File: src/rtl/bram_axis_reader.sv
// Streams BRAM lines [start_index..bound_index] word-by-word on AXI4-Stream; first beat BRAM_LATENCY+2 cycles after start.
// Backpressure: tready low stalls the drain; at most two lines are buffered and one read is in flight.
module bram_axis_reader #(
  parameter int BRAM_DEPTH     = 12,
  parameter int WORD_WIDTH     = 32,
  parameter int WORDS_PER_LINE = 36,
  parameter int BRAM_LATENCY   = 2
) (
  input  logic                                 clk,
  input  logic                                 rstn,
  input  logic                                 start,
  input  logic [BRAM_DEPTH-1:0]                start_index,
  input  logic [BRAM_DEPTH-1:0]                bound_index,
  output logic                                 busy,
  output logic                                 done,
  output logic                                 bram_en,
  output logic [BRAM_DEPTH-1:0]                bram_addr,
  input  logic [WORD_WIDTH*WORDS_PER_LINE-1:0] bram_rdata,
  output logic [WORD_WIDTH-1:0]                m_axis_tdata,
  output logic                                 m_axis_tvalid,
  input  logic                                 m_axis_tready,
  output logic                                 m_axis_tlast
);

  localparam int CW   = $clog2(WORDS_PER_LINE);
  localparam int CNTW = BRAM_DEPTH + 1;
  localparam logic [CW-1:0] LAST_WORD = CW'(WORDS_PER_LINE - 1);

  typedef enum logic [1:0] {IDLE, RUN, DONE} state_t;

  state_t                   state_q;
  logic                     busy_q, done_q, bram_en_q;
  logic [BRAM_DEPTH-1:0]    addr_q;
  logic [CNTW-1:0]          fetch_left_q, drain_left_q;
  logic [BRAM_LATENCY-1:0]  lat_sr_q, lat_sr_d;
  logic [1:0]               full_q, full_d;
  logic                     fill_sel_q, drain_sel_q;
  logic [CW-1:0]            word_cnt_q;
  logic [WORDS_PER_LINE-1:0][WORD_WIDTH-1:0] buf_q [2];

  logic            in_flight, capture, hs, line_end, last_beat, fetch_go;
  logic [CNTW-1:0] line_count;

  assign line_count = {1'b0, bound_index - start_index} + CNTW'(1);
  // A read stays in flight up to and including its capture cycle.
  assign in_flight  = bram_en_q | (|lat_sr_q);
  assign capture    = lat_sr_q[BRAM_LATENCY-1];
  assign hs         = m_axis_tvalid & m_axis_tready;
  assign line_end   = hs & (word_cnt_q == LAST_WORD);
  assign last_beat  = line_end & (drain_left_q == CNTW'(1));
  assign fetch_go   = (state_q == RUN) && (fetch_left_q != '0) && !in_flight && !full_q[fill_sel_q];

  always_comb begin
    lat_sr_d    = lat_sr_q << 1;
    lat_sr_d[0] = bram_en_q;
    full_d      = full_q;
    if (capture)  full_d[fill_sel_q]  = 1'b1;
    if (line_end) full_d[drain_sel_q] = 1'b0;
  end

  always_ff @(posedge clk or negedge rstn) begin
    if (!rstn) begin
      state_q      <= IDLE;
      busy_q       <= 1'b0;
      done_q       <= 1'b0;
      bram_en_q    <= 1'b0;
      addr_q       <= '0;
      fetch_left_q <= '0;
      drain_left_q <= '0;
      lat_sr_q     <= '0;
      full_q       <= '0;
      fill_sel_q   <= 1'b0;
      drain_sel_q  <= 1'b0;
      word_cnt_q   <= '0;
    end else begin
      bram_en_q <= 1'b0;
      done_q    <= 1'b0;
      lat_sr_q  <= lat_sr_d;
      full_q    <= full_d;
      case (state_q)
        IDLE: if (start) begin
          state_q      <= RUN;
          busy_q       <= 1'b1;
          bram_en_q    <= 1'b1;
          addr_q       <= start_index;
          fetch_left_q <= line_count - CNTW'(1);
          drain_left_q <= line_count;
        end
        RUN: begin
          if (fetch_go) begin
            bram_en_q    <= 1'b1;
            addr_q       <= addr_q + 1'b1;
            fetch_left_q <= fetch_left_q - 1'b1;
          end
          if (last_beat) begin
            state_q <= DONE;
            done_q  <= 1'b1;
          end
        end
        DONE: begin
          state_q <= IDLE;
          busy_q  <= 1'b0;
        end
        default: state_q <= IDLE;
      endcase
      if (capture) fill_sel_q <= ~fill_sel_q;
      if (line_end) begin
        drain_sel_q  <= ~drain_sel_q;
        drain_left_q <= drain_left_q - 1'b1;
        word_cnt_q   <= '0;
      end else if (hs) begin
        word_cnt_q   <= word_cnt_q + 1'b1;
      end
    end
  end

  // Line storage needs no reset: the full flags gate everything visible.
  always_ff @(posedge clk) begin
    if (capture) buf_q[fill_sel_q] <= bram_rdata;
  end

  assign busy          = busy_q;
  assign done          = done_q;
  assign bram_en       = bram_en_q;
  assign bram_addr     = addr_q;
  assign m_axis_tvalid = full_q[drain_sel_q];
  assign m_axis_tdata  = m_axis_tvalid ? buf_q[drain_sel_q][word_cnt_q] : '0;
  assign m_axis_tlast  = m_axis_tvalid && (word_cnt_q == LAST_WORD) && (drain_left_q == CNTW'(1));

endmodule
File: config.mk
export PLATFORM = sky130hd
export DESIGN_NAME = bram_axis_reader
export DESIGN_NICKNAME = d
export VERILOG_FILES = /design/src/rtl/bram_axis_reader.sv
export SDC_FILE = /design/constraint.sdc
export NUM_CORES = 2
export LEC_CHECK = 0
export BUFFER_PORTS_ARGS = -buffer_cell sky130_fd_sc_hd__clkbuf_2
export CAP_MARGIN = 0
export CELL_PAD_IN_SITES_DETAIL_PLACEMENT = 0
export CELL_PAD_IN_SITES_GLOBAL_PLACEMENT = 1
export CORE_AREA = 3 3 482 484
export DETAILED_ROUTE_END_ITERATION = 6
export DIE_AREA = 0 0 485 487
export PLACE_DENSITY_LB_ADDON = 0.1
export SETUP_SLACK_MARGIN = 0.5
export SYNTH_ARGS = -nofsm -noshare
export SYNTH_HDL_FRONTEND = slang
export SYNTH_SLANG_ARGS = --single-unit
export TNS_END_PERCENT = 20
File: constraint.sdc
create_clock -name clk -period 159.5 [get_ports clk]
set_clock_uncertainty 0.05 [all_clocks]
set_input_delay 31.9 -clock clk [delete_from_list [all_inputs] [get_ports clk]]
set_output_delay 31.9 -clock clk [all_outputs]
set_load 0.05 [all_outputs]
Yosys cells after proc, flatten, opt, wreduce, memory -nomap -nowiden --
Memories as Yosys holds them, arrays and structs flattened. Cells that the tools add are included.
Cells by class: equality and inequality tests 7, mux-type cells 36, add/subtract/negate cells 7, magnitude comparators 5, bitwise logic cells 9, reduce and logical (&&, ||, !) cells 21
Operators with widths (count):
- binary-select mux 32 bit (select 6 bit) | 1
- 2-to-1 mux 13 bit | 5
- 2-to-1 mux 32 bit | 2
- subtractor 13 x 1 -> 13 bit (second input constant) | 3
- case mux 13 bit (2 select lines) | 1
- 2-to-1 mux 12 bit | 2
- case mux 12 bit (2 select lines) | 1
- adder 12 x 1 -> 13 bit (second input constant) | 1
- equality test 13 x 1 -> 1 bit (second input constant) | 1
- 2-to-1 mux 1 bit | 13
- nonzero test 13 bit | 1
- adder 12 x 1 -> 12 bit (second input constant) | 1
- 2-to-1 mux 6 bit | 2
- subtractor 12 bit | 1
- nonzero test 2 bit | 5
- 2-to-1 mux 2 bit | 4
- logical AND 1 bit | 7
- less-than comparator 6 x 7 -> 1 bit (second input constant) | 1
- adder 6 x 1 -> 6 bit (second input constant) | 1
- equality test 6 bit (second input constant) | 1
- != test 2 bit (second input constant) | 3
- AND reduction 2 bit | 3
- less-than comparator 1 x 2 -> 1 bit (second input constant) | 2
- case mux 1 bit (2 select lines) | 2
- 15 further kinds | 21
Storage, ports and cells: memory bits (writable) 2304, register bits 55, output and inout port bits 49, memories 1
Memories:
- buf_q | depth 2, width 1152, rd ports 1, clocked after Yosys merged registers in 0, wr ports 1, line 39 | logic [WORDS_PER_LINE-1:0][WORD_WIDTH-1:0] buf_q [2];

Longest topological paths before layout --
depth in word-level cells 8, gate-level depth with buffers 15, gate-level depth less buffers 15

Least setup slack after synthesis --
No wires, ideal clock.
kind flip-flop to flip-flop, start register fill_sel_q, end register full_q[0], setup slack 104.577 ns, cell stages (with the launch flop) 3, buffers on the path 0, data arrival time 54.666 ns, clock period less this slack 54.923 ns, required time 159.242 ns, library setup time 0.208 ns, cell sequence dfrtp_1 -> nor2b_1 -> o22a_1
Between the ends: word-level cells in the longest chain between the ends 8
RTL lines:
- start, declared | line 37 | logic fill_sel_q, drain_sel_q;
- start signal, assigned | line 106 | if (capture) fill_sel_q <= ~fill_sel_q;
- less-than comparator 1 x 2 -> 1 bit (not written as such) or >= comparator 1 bit (tied branches) | line 57 | if (capture) full_d[fill_sel_q] = 1'b1;
- logical AND 1 bit (not written as such) | line 57
- 2-to-1 mux 1 bit (not written as such) | line 57
- demux 1 bit (select 1 bit) (*) | line 57
- OR 2 bit (no line) (*)
- 2-to-1 mux 2 bit (*) | line 57
- AND 2 bit (no line)
- 2-to-1 mux 2 bit (*) | line 58 | if (line_end) full_d[drain_sel_q] = 1'b0;
- net full_d[0] | line 36 | logic [1:0] full_q, full_d;
- end signal, assigned | line 79 | full_q <= full_d;
- end, declared | line 36
The timed path passes the listed nets; every way through them passes the cells marked *. A chain may end at the register's enable or synchronous reset.

Worst setup path after layout --
start register drain_sel_q, end output m_axis_tdata[0]
Between the ends: word-level cells in the longest chain between the ends 4
RTL lines:
- start, declared | line 37
- start signal, assigned | line 108 | drain_sel_q <= ~drain_sel_q;
- memory (2 x 1152 bit)
- binary-select mux 32 bit (select 6 bit) | line 127 | assign m_axis_tdata = m_axis_tvalid ? buf_q[drain_sel_q][word_cnt_q] : '0;
- 2-to-1 mux 32 bit (not written as such) | line 127
- 2-to-1 mux 32 bit (*) | line 127
- end, declared | line 19 | output logic [WORD_WIDTH-1:0] m_axis_tdata,
Every way passes the cells marked *; elsewhere a longest branch is shown, timed or not. The select of a mux whose other input is x is not followed.

==> reports/qor_table.md <==
| Result | Reported |
|:---|:---|
| Fraction of registers with async set or reset after synthesis | 2.331% |
| Number of buffers created by CTS | 274 |
| Biggest area consumer among synthesized cells | edfxtp_1 |
| Layout cells sized above 1 | 44.09% |
| Share of the synthesized area in the top cell type | 75.60% |
| Arrival time reported for the critical path endpoint | 8.26 ns |
| Residual overflow from global routing | 0 |
| Total number of vias | 47642 |
| Sw Ratio | 30.75% |
| Reg power frac | 43.4% |
| Switching power | 0.5625 mW |
| Hold_ws | 0.3376 ns |
| Post-detailed-route DRC marker count | 0 |
| Result of the run | completed |
| Skew-Pair Late Insertion Delay | 0.89 ns |
| Number of global-route vias before repair | 49198 |
| Number of buffers on the longest clock path | 4 |
| Data required time of the worst path | 127.55 ns |
| Count of pins on the block boundary | 1229 |
| CTS tree | built |
| Detail-routed via count per cell | 5.575 |
| Origin of the critical flop-to-flop path | lat_sr_q[1] |
| Logic pwr share | 25.1% |
| Violation count after the first detailed-route iteration | 4425 |
| Clock share of power | 31.5% |
| Starting utilization of the core area | 40.19% |
| Path category of the worst min-delay check | register to register |
| Number of flops mapped to enable cells by yosys | 2304 |
| Mapped cell area | 0.09152 mm² |
| Worst R2R Setup Slack | 154.69 ns |
| Number of slew-limit violations in the final report | 0 |
| Biggest area contributors in the synthesized netlist | edfxtp_1, mux4_2, dfrtp_1, mux2i_1, clkbuf_1 |
| Leakage power | 36.60 nW |
| Number of levels the H-tree was split into | 5 |
| RSZ-0062 raised after global routing | no |
| Max-cap violations | 0 |
| Total count of hold-check failures in the final report | 0 |
| Crit path capture | m_axis_tdata[0] |
| Slew at the pin with the worst max-slew slack | 1.172 ns |
| FMAX | 0.02487 GHz |
| Area of the core | 0.2277 mm² |
| Global-route wire length before repair | 391500 µm |
| Slew HR | 21.87% |
| Most frequent cell after synthesis | edfxtp_1 |
| Syn_nets | 5099 |
| Power density cells | 16.69 mW/mm² |
| Detail Placement HPWL | 207500 µm |
| Gate count of the mapped netlist | 3901 |
| Synth cell types | 84 |
| TritonCTS sink count | 2359 |
| Final Setup Violations | 0 |
| DIE WIDTH | 485 µm |
| Area of combinational cells with multiple inputs | 0.02005 mm² |
| Register cell area after layout | 0.07059 mm² |
| Maximum fanout along the worst path | 86 |
| Post-cts sizing count | 0 |
| Total of warnings raised by yosys | 0 |
| Period Utilization, post-route | 25.21% |
| Total Nets Final | 6469 |
| Top flip-flop cell by instance count after synthesis | edfxtp_1 |
| Post-route setup slack | 119.29 ns |
| Synth-to-layout area growth | 19.74% |
| Router iterations before antenna repair | 5 |
| Cell-internal power | 1.267 mW |
| Capture instance of the worst register-to-register path | buf_q[0][212] |
| Cell depth of the worst flop-to-flop path | 5 |
| Buffer count from post-CTS setup fixing | 0 |
| Power after layout | 1.829 mW |
| Type of the setup path with the least slack | register to primary output |
| Post-detailed-route wirelength per cell | 33.52 µm |
| Total routed wirelength | 286500 µm |
| Final-layout fill cell count | 19170 |
| Number of storage elements in the synthesis netlist | 2359 |
| Die area | 0.2362 mm² |
| Setup total negative slack | 0 ns |
| Mean post-synth cell area | 23.46 µm² |
| Final estimated routing congestion in global placement | 0.7966 |
| Critical path origin | drain_sel_q |
| Setup Slack @ Placement | 119.77 ns |
| Leading cell types by count after synthesis | edfxtp_1, mux4_2, clkbuf_1 |
| Row Count | 175 |
| Share of synthesized area occupied by flip-flops and latches | 77.10% |
| Pin count of the biggest net entering global routing | 164 |
| Shortest period the worst path allows | 40.21 ns |
| GRT Util Overall | 24.04% |
| Root Buffer | clkbuf_16 |
| Worst-case vdd ir drop | 0.01380 mV |
| Die Height | 487 µm |
| Port-buffer cells | 1228 |
| Category of the worst setup path launch point | register |
| Count of antenna-violating nets left after detailed routing | 0 |
| Number of antenna violations at the first check in global routing | 237 |
| Cts hold-fix bufs | 0 |
| Crit path capture type | primary output |
| Clock-pin transition on the worst setup and hold timing paths | 0.06 ns |
[power groups by stage]
stage	Clock [mW]	Combinational, mW	Sequential (mW)
floorplan	0	0.284	0.927
global placement	0	0.471	0.805
detailed placement	0	0.472	0.807
CTS	0.590	0.473	0.795
global route	0.617	0.486	0.800
finish	0.576	0.460	0.794
[layer usage]
layer	global-route usage (%)	vias to the layer above	wire, µm
met5	0	-	417
met4	7.558	66	7692
met3	6.581	596	21790
met2	39.48	2037	142700
met1	31.23	25272	113900
li1	-	19671	-
[kinds of logic (layout without fill, tap and decap cells)]
group	after synthesis	in the layout	synth area share, %
flip-flops	2359	2359	77.10
multiplexers	779	779	18.33
adder cells (fa/ha/maj)	18	18	0.2543
AO/OA/AOI/OAI	216	216	1.560
AND/OR/NAND/NOR	277	277	1.509
other	0	82	0
XOR/XNOR	22	22	0.2188
buffers and inverters	230	1784	1.023
[state kept, by name, indices dropped and copies added, names as in the netlist]
signal / cells
full_q: 2
drain_sel_q: 1
done: 1
buf_q: 2304
fill_sel_q: 1
bram_addr: 12
lat_sr_q: 2
word_cnt_q: 6
busy: 1
state_q: 2
fetch_left_q: 13
drain_left_q: 13
bram_en: 1
[final cells by class]
class / instances / share of cell area (%)
sequential: 2359 / 64.41
multi-input combinational: 1312 / 18.30
clock buffer: 347 / 6.671
timing repair buffer: 1299 / 6.198
tap: 3009 / 3.436
clock inverter: 113 / 0.7102
antenna: 82 / 0.1873
inverter: 25 / 0.08564
[cell usage in the layout, fill, tap and decap left out, drive strengths merged, types with 4 or more instances in the layout]
| cell | n |
|---|---|
| clkbuf | 1575 |
| nand4 | 15 |
| mux2i | 55 |
| or3 | 8 |
| a21o | 6 |
| o221ai | 4 |
| o22ai | 4 |
| buf | 71 |
| xnor2 | 15 |
| and3 | 10 |
| nand3 | 25 |
| xor2 | 7 |
| nor2 | 85 |
| a211oi | 32 |
| bufinv | 9 |
| nor3 | 16 |
| a31oi | 7 |
| dfrtp | 55 |
| o21ai | 41 |
| mux2 | 7 |
| ha | 17 |
| mux4 | 717 |
| diode | 82 |
| nor4 | 9 |
| nand2 | 64 |
| inv | 29 |
| or4 | 5 |
| o21a | 7 |
| nor2b | 21 |
| a21oi | 79 |
| clkinv | 97 |
| or2 | 5 |
| edfxtp | 2304 |
[worst min path at each step]
stage	depth (start not counted)	slack, ns	endpoint	start
after floorplan	0	0.31	lat_sr_q[1]	lat_sr_q[0]
after global placement	0	0.31	lat_sr_q[1]	lat_sr_q[0]
after detailed placement	0	0.32	lat_sr_q[1]	lat_sr_q[0]
after CTS	0	0.34	lat_sr_q[1]	lat_sr_q[0]
after global routing	0	0.34	lat_sr_q[1]	lat_sr_q[0]
final	0	0.34	lat_sr_q[1]	lat_sr_q[0]
[stage by stage]
step	util (%)	cell area [µm²]	std cells
floorplan	-	91520	3901
global placement	44.48	101300	8004
finish	48.12	109600	8546
detailed placement	44.48	101300	8004
global route	48.08	109500	8508
CTS	48.03	109400	8464
[worst max-delay path, cell delays in order, from the launching register on]
cell and delay (ns):
dfrtp_4 0.95, buf_12 0.58, buf_12 0.62, buf_4 0.80, buf_4 0.79, buf_4 0.81, mux4_2 0.60, mux4_2 0.57
mux4_2 0.66, a21oi_1 0.26, nor2_1 0.15, clkbuf_2 0.30
(Power assumes the default switching activity.)
